===== config.mk =====
export PLATFORM = sky130hd
export DESIGN_NAME = trigger_gen_flat
export DESIGN_NICKNAME = d
export VERILOG_FILES = /design/src/rtl/trigger_gen_if.sv /design/src/rtl/trigger_gen.sv /design/src/flat_wrapper.sv
export SDC_FILE = /design/constraint.sdc
export NUM_CORES = 1
export LEC_CHECK = 0
export ABC_AREA = 1
export CAP_MARGIN = 20
export CORE_MARGIN = 2
export CORE_UTILIZATION = 40
export CTS_CLUSTER_DIAMETER = 60
export DETAILED_ROUTE_END_ITERATION = 8
export PLACE_DENSITY = 0.63
export SLEW_MARGIN = 20
export SYNTH_ARGS = -nofsm -noshare
export SYNTH_HDL_FRONTEND = slang
export SYNTH_SLANG_ARGS = --single-unit

===== constraint.sdc =====
create_clock -name clk -period 2.5 [get_ports clk]
set_input_delay 0.625 -clock clk [delete_from_list [all_inputs] [get_ports clk]]
set_output_delay 0.625 -clock clk [all_outputs]
set_load 0.01 [all_outputs]

===== src/rtl/trigger_gen_if.sv =====
// Control/status bundle for the trigger generator: request inputs plus registered status.
interface trigger_gen_if #(
    parameter int CNT_LEN = 8,
    parameter int GAP_LEN = 16
);
    logic               start;
    logic               cont;
    logic [CNT_LEN-1:0] pulse_len;
    logic [GAP_LEN-1:0] gap_len;
    logic               trig;
    logic               busy;
    logic               done;
    logic [7:0]         pulse_cnt;

    modport master (
        output start, cont, pulse_len, gap_len,
        input  trig, busy, done, pulse_cnt
    );

    modport slave (
        input  start, cont, pulse_len, gap_len,
        output trig, busy, done, pulse_cnt
    );
endinterface


===== src/rtl/trigger_gen.sv =====
// Transducer trigger sequencer: high pulse of pulse_len cycles, then a gap of
// max(gap_len,1) cycles, optionally repeating back-to-back in continuous mode.
module trigger_gen #(
    parameter int CNT_LEN = 8,
    parameter int GAP_LEN = 16
) (
    input  logic         clk,
    input  logic         rst,
    trigger_gen_if.slave bus
);
    typedef enum logic [1:0] {IDLE, PULSE, GAP} state_t;

    state_t             state_q, state_d;
    logic [CNT_LEN-1:0] pcnt_q;
    logic [GAP_LEN-1:0] glen_q, gcnt_q;
    logic [7:0]         pulse_cnt_q;
    logic               trig_q, busy_q, done_q;
    logic               trig_d, busy_d, done_d, launch;
    logic               pulse_end, gap_end;

    // Down-counters hold "cycles remaining after this one", so zero marks the last cycle.
    assign pulse_end = (pcnt_q == '0);
    assign gap_end   = (gcnt_q == '0);

    always_ff @(posedge clk or negedge rst) begin
        if (!rst) state_q <= IDLE;
        else      state_q <= state_d;
    end

    always_comb begin
        state_d = state_q;
        case (state_q)
            IDLE:  if (bus.start && (bus.pulse_len != '0)) state_d = PULSE;
            PULSE: if (pulse_end) state_d = GAP;
            GAP:   if (gap_end)
                       state_d = (bus.cont && (bus.pulse_len != '0)) ? PULSE : IDLE;
            default: state_d = IDLE;
        endcase
    end

    // Outputs are decoded from the next state and registered, so trig rises on the launching edge.
    always_comb begin
        launch = (state_d == PULSE) && (state_q != PULSE);
        trig_d = (state_d == PULSE);
        busy_d = (state_d != IDLE);
        done_d = ((state_q == IDLE) && bus.start && (bus.pulse_len == '0)) ||
                 ((state_q == GAP) && gap_end);
    end

    always_ff @(posedge clk or negedge rst) begin
        if (!rst) begin
            pcnt_q      <= '0;
            glen_q      <= '0;
            gcnt_q      <= '0;
            pulse_cnt_q <= '0;
            trig_q      <= 1'b0;
            busy_q      <= 1'b0;
            done_q      <= 1'b0;
        end else begin
            trig_q <= trig_d;
            busy_q <= busy_d;
            done_q <= done_d;
            if (launch) begin
                pcnt_q      <= bus.pulse_len - 1'b1;
                glen_q      <= bus.gap_len;
                pulse_cnt_q <= pulse_cnt_q + 8'd1;
            end else if (state_q == PULSE) begin
                if (pulse_end) gcnt_q <= (glen_q == '0) ? '0 : glen_q - 1'b1;
                else           pcnt_q <= pcnt_q - 1'b1;
            end else if ((state_q == GAP) && !gap_end) begin
                gcnt_q <= gcnt_q - 1'b1;
            end
        end
    end

    assign bus.trig      = trig_q;
    assign bus.busy      = busy_q;
    assign bus.done      = done_q;
    assign bus.pulse_cnt = pulse_cnt_q;
endmodule


===== src/flat_wrapper.sv =====
// flat-port wrapper written by rule: the top's interface ports become plain ports
module trigger_gen_flat 
#(
    parameter int CNT_LEN = 8,
    parameter int GAP_LEN = 16
)
  (clk, rst, bus_start, bus_cont, bus_pulse_len, bus_gap_len, bus_trig, bus_busy, bus_done, bus_pulse_cnt);
  trigger_gen_if #(.CNT_LEN(CNT_LEN), .GAP_LEN(GAP_LEN)) bus_i ();
  input  logic clk;
  input  logic rst;
  input wire logic [$bits(bus_i.start)-1:0] bus_start;
  input wire logic [$bits(bus_i.cont)-1:0] bus_cont;
  input wire logic [$bits(bus_i.pulse_len)-1:0] bus_pulse_len;
  input wire logic [$bits(bus_i.gap_len)-1:0] bus_gap_len;
  output wire logic [$bits(bus_i.trig)-1:0] bus_trig;
  output wire logic [$bits(bus_i.busy)-1:0] bus_busy;
  output wire logic [$bits(bus_i.done)-1:0] bus_done;
  output wire logic [$bits(bus_i.pulse_cnt)-1:0] bus_pulse_cnt;
  assign bus_i.start = bus_start;
  assign bus_i.cont = bus_cont;
  assign bus_i.pulse_len = bus_pulse_len;
  assign bus_i.gap_len = bus_gap_len;
  assign bus_trig = bus_i.trig;
  assign bus_busy = bus_i.busy;
  assign bus_done = bus_i.done;
  assign bus_pulse_cnt = bus_i.pulse_cnt;
  trigger_gen #(.CNT_LEN(CNT_LEN), .GAP_LEN(GAP_LEN)) u_core (.clk(clk), .rst(rst), .bus(bus_i));
endmodule

# Word-level counts from Yosys, hierarchy flattened

Index checks and enable logic that the tools add are counted.

Flip-flop bits (word level): 53

Add/subtract/negate cells: 5
Equal/unequal tests: 6
Muxes and demuxes: 12
Bitwise logic cells: 1
Reduce and logical (&&, ||, !) cells: 20

Operators with widths:

| cell                    | number |
|---|---|
| $mux W16                | 4 |
| $logic_not A16 Y1       | 2 |
| $sub A16 B1 Y16 const B | 2 |
| $mux W8                 | 3 |
| $logic_not A8 Y1        | 2 |
| $sub A8 B1 Y8 const B   | 2 |
| $add A8 B1 Y8 const B   | 1 |
| $reduce_bool A8 Y1      | 1 |
| $logic_and A1 B1 Y1     | 7 |
| $mux W2                 | 3 |
| $ne A2 B1 Y1 const B    | 3 |
| $pmux W2 S3             | 1 |
| $reduce_bool A2 Y1      | 3 |
| $eq A2 B1 Y1 const B    | 2 |
| $reduce_and A3 Y1       | 1 |
| $eq A2 B2 Y1 const B    | 1 |
| $logic_not A2 Y1        | 1 |
| $reduce_and A2 Y1       | 1 |
| $logic_not A1 Y1        | 1 |
| $logic_or A1 B1 Y1      | 1 |
| $mux W1                 | 1 |
| $not A1 Y1              | 1 |

# Longest topological paths before layout

Word-level depth: 9
Depth in mapped cells: 19
Gate-level depth less buffers: 18

# Worst setup path after synthesis

No wires, ideal clock.

Kind: in2reg
Start: input port bus_pulse_len[1]
End: register u_core.pcnt_q[6]
Data arrival time: 2095 ps
Setup slack: 287 ps
Stages: 16
Path buffers: 1
Path through: nor2_1 > nand3_1 > nor2_2 > nor2_1 > nor2_2 > nand2_4 > nand2_4 > buf_6 > nand2_1 > nand2_2 > ha_1 > nand2_1 > nor2_2 > nand3_1 > nand3_1 > nand2_1

Word-level cells in the longest chain between the ends: 9
Elaborated cells on any way between the ends: 14

RTL lines:

| what                                                                | RTL line                             | source |
|---|---|---|
| start: declaration                                                  | flat_wrapper.sv:13                   | `input wire logic [$bits(bus_i.pulse_len)-1:0] bus_pulse_len;` |
| $reduce_bool A8 Y1                                                  | trigger_gen.sv:33, trigger_gen.sv:36 |  |
| $logic_and A1 B1 Y1                                                 | trigger_gen.sv:36                    | `state_d = (bus.cont && (bus.pulse_len != '0)) ? PULSE : IDLE;` |
| $mux W1                                                             | trigger_gen.sv:36                    |  |
| $mux W2                                                             | trigger_gen.sv:35                    | `GAP: if (gap_end)` |
| $pmux W2 S3                                                         | trigger_gen.sv:32                    | `case (state_q)` |
| $eq A2 B1 Y1                                                        | trigger_gen.sv:43                    | `launch = (state_d == PULSE) && (state_q != PULSE);` |
| $logic_and A1 B1 Y1                                                 | trigger_gen.sv:43                    |  |
| $ne A2 B1 Y1 (no source line) or $reduce_bool A2 Y1 (tied branches) | -                                    |  |
| $reduce_and A2 Y1 (no source line)                                  | -                                    |  |
| end signal: assignment                                              | trigger_gen.sv:64                    | `pcnt_q <= bus.pulse_len - 1'b1;` |
| end signal: assignment                                              | trigger_gen.sv:69                    | `else pcnt_q <= pcnt_q - 1'b1;` |
| end: declaration                                                    | trigger_gen.sv:14                    | `logic [CNT_LEN-1:0] pcnt_q;` |

Several ways; a longest one is shown, not always the timed one.
A chain may end at the register's enable or synchronous reset.

# Final worst setup path

Same ends and word-level chain as after synthesis.

==> summary.md <==
| Metric | Value |
|---|---|
| Most frequent CP cell | `nand2_1` |
| Final setup fails | `0` |
| Ys flop type | `dfrtp_1` |
| Met2 Track Usage GR | `0.300` |
| Core area | `0.00761 sq mm` |
| Biggest cell delay along the critical path | `410 ps` |
| CTS Hold Bufs | `0` |
| Setup CP Type | `input port to flip-flop` |
| Max clock buf depth | `2` |
| GRT Residual Overflow | `0` |
| Critical Path Start | `bus_pulse_len[1]` |
| Starting density of the core | `0.408` |
| FF+latch area | `0.00133 sq mm` |
| Row count | `32` |
| Static leakage | `1.83 nW` |
| Number of synthesized flops with an enable pin | `0` |
| CTS clock-pin slew for the worst setup and hold paths | `100 ps` |
| Gr busiest metal | `met2` |
| M1 GR Usage | `0.215` |
| Clock Latency Late Sink | `320 ps` |
| Status | `finished, final reports clean` |
| Power per standard cell area | `1290 mW/mm^2` |
| CTS tree | `yes` |
| Initial DRC count | `144` |
| Largest net degree at the start of global routing | `32` |
| Post-Syn Area | `0.00310 sq mm` |
| Reg-to-Reg Start | `u_core.gcnt_q[0]$_DFFE_PN0P_` |
| Antenna diodes | `0` |
| DRC violations left | `0` |
| Met3 usage | `0.0370` |
| Slew headroom | `0.620` |
| First-pass GRT wire length | `11900 microns` |
| Critical path's slowest cell | `clkdlybuf4s50_1` |
| Total Die Area | `0.00848 sq mm` |
| Fillers | `751` |
| Avg Inst Size Synth | `7.53 sq um` |
| Synth Register Bits | `53` |
| DP Cell Count | `569` |
| Initial antenna violation count | `0` |
| Share of cells above drive strength 1 | `0.147` |
| Cells after Synth | `412` |
| GRT Util Overall | `0.172` |
| Synth-to-Final Area Change | `26.1%` |
| Footprint of the multi-input gates | `0.00157 sq mm` |
| Cell family with most CP delay | `simple AND/OR/NAND/NOR gates` |
| Clock Skew | `11.2 ps` |
| Async SR Flop Fraction | `1.00` |
| Hold Crit Class | `input port to asynchronous set/reset pin` |
| Clock Sinks | `53` |
| RSZ-0062 raised after global routing | `yes` |
| Post-Route WL | `6750 microns` |
| Max-slew violation count | `0` |
| Crit. End Element | `flip-flop` |
| Chip Height | `92.1 microns` |
| FMAX | `424 MHz` |
| CTS Root Cell | `clkbuf_8` |
| # IOs | `39` |
| Seq/Total Area, Yosys | `0.427` |
| Unique masters post-synth | `35` |
| Drt via density | `4.75` |
| Arrival time at the worst endpoint | `2580 ps` |
| Pre-antenna DRT Iters | `4` |
| Post-synth net total | `444` |
| Number of global-route vias before repair | `2658` |
| Via count | `2739` |
| Routability Congestion | `0.883` |
| CP Launch Type | `input port` |
| Synth warn | `0` |
| Final ANT Viol Nets | `0` |
| Period minus WS final | `2360 ps` |
| Worst path bufs/invs | `1` |
| Routed wire per std cell | `11.7 microns` |
| Slew @ Worst Pin | `570 ps` |
| Finished Layout Cells | `577` |
| DP Worst Slack | `-237 ps` |
| Maximum vdd drop | `0.000427 V` |
| Final Util | `0.514` |
| Post-layout nets | `506` |
| TritonCTS Buffers | `5` |
| Max FO, Critical Path | `6` |
| IO Port Bufs | `38` |
| Crit path cell chain | `clkdlybuf4s50_1 -> nor2_1 -> nand3_1 -> nor2_2 -> nor2_1 -> nor2_2 -> nand2_4 -> nand2_4 -> nand2_1 -> nand2_1 -> ha_1 -> nand2_1 -> nor2_2 -> nand3_1 -> nand3_1 -> nand2_1` |
| Fin Setup TNS | `0 ps` |
| Max-cap violations | `0` |
| Final worst slack | `141 ps` |
| CP Data Required Time | `2720 ps` |
| Final count of hold timing violations | `0` |
| Die width | `92.1 microns` |
| Post-DP HPWL | `5060 microns` |
| H-tree Lvls | `2` |
| Period utilisation layout | `0.943` |
[per-layer routing]
metal	routed length, microns	vias to the layer above
met3	212	11
met1	3260	1239
met4	106	0
met5	0	-
met2	3170	44
li1	-	1445
[cells in the final DEF (no fill, tap or decap), types with 5 or more instances in the layout]
cell and instances:
a31oi_1 8, nor3_1 6, inv_2 5, nor2_2 12, nand2_2 8, buf_4 24, clkdlybuf4s50_1 37, nor2_1 52
clkbuf_8 5, o21ai_0 26, xnor2_1 6, nand2_1 101, nand3_1 23, xor2_1 16, a21oi_1 12, dfrtp_1 53
inv_1 42
[cell usage after synthesis, types with 7 or more instances]
master   number  area share
a21oi_1      12       0.019
a31oi_1       8       0.016
dfrtp_1      53        0.43
inv_1        42       0.051
nand2_1     103        0.12
nand3_1      23       0.037
nor2_1       57       0.069
nor2_2        7       0.014
o21ai_0      27       0.044
xor2_1       16       0.045
[final timing paths]
kind / end / slack [ps] / cells past startpoint
hold reg to reg: u_core.bus.pulse_cnt[7]$_DFFE_PN0N_ / 480 / 1
setup reg to reg: u_core.bus.pulse_cnt[7]$_DFFE_PN0N_ / 180 / 15
hold / removal: u_core.bus.pulse_cnt[6]$_DFFE_PN0N_ / 280 / 1
max in group asynchronous: u_core.gcnt_q[11]$_DFFE_PN0P_ / 1640 / 2
setup / recovery: u_core.pcnt_q[6]$_DFFE_PN0P_ / 140 / 16
min in group clk: u_core.bus.pulse_cnt[7]$_DFFE_PN0N_ / 480 / 1
[report_power, final]
part           total (W)  switching (W)  internal, W
logic            0.00284        0.00163      0.00120
registers        0.00161       0.000343      0.00127
clock network   0.000606       0.000306     0.000300
[kinds of logic (layout without fill, tap and decap cells)]
| family | Yosys count | in the layout | share of synthesized area |
|---|---|---|---|
| AOI/OAI and AO/OA | 60 | 60 | 0.114 |
| xor gates and xnor gates | 22 | 22 | 0.0621 |
| adders and majority gates | 4 | 4 | 0.0161 |
| buffers and inverters | 56 | 119 | 0.0714 |
| DFF | 53 | 53 | 0.427 |
| and+or+nand+nor | 217 | 217 | 0.309 |
[flip-flops by register name, summed over array words and instances (netlist names)]
signal,cells
u_core.bus.busy,1
u_core.bus.done,1
u_core.bus.pulse_cnt,8
u_core.bus.trig,1
u_core.gcnt_q,16
u_core.glen_q,16
u_core.pcnt_q,8
u_core.state_q,2
[what timing repair did]
action                     CTS  global route
setup buffers                0             0
setup endpoints to repair    0             8
resized for setup            0             8
[layout make-up]
class | count | share of cell area
clock buffers | 5 | 0.0176
clock inverters | 3 | 0.0118
repair buffers | 64 | 0.152
well taps | 102 | 0.0326
multi-input cells | 303 | 0.402
flip-flops and latches | 53 | 0.339
inverters | 47 | 0.0451
[per-stage QoR]
step	cell area (sq um)	total power, W	hold slack, ps
final	3910	0.00505	285
after global routing	3910	0.00557	315
after CTS	3900	0.00508	299
after detailed placement	3780	0.00445	474
after global placement	3780	0.00440	460
after floorplan	3100	0.00348	329
No activity file was read; power rests on OpenSTA's default activity.
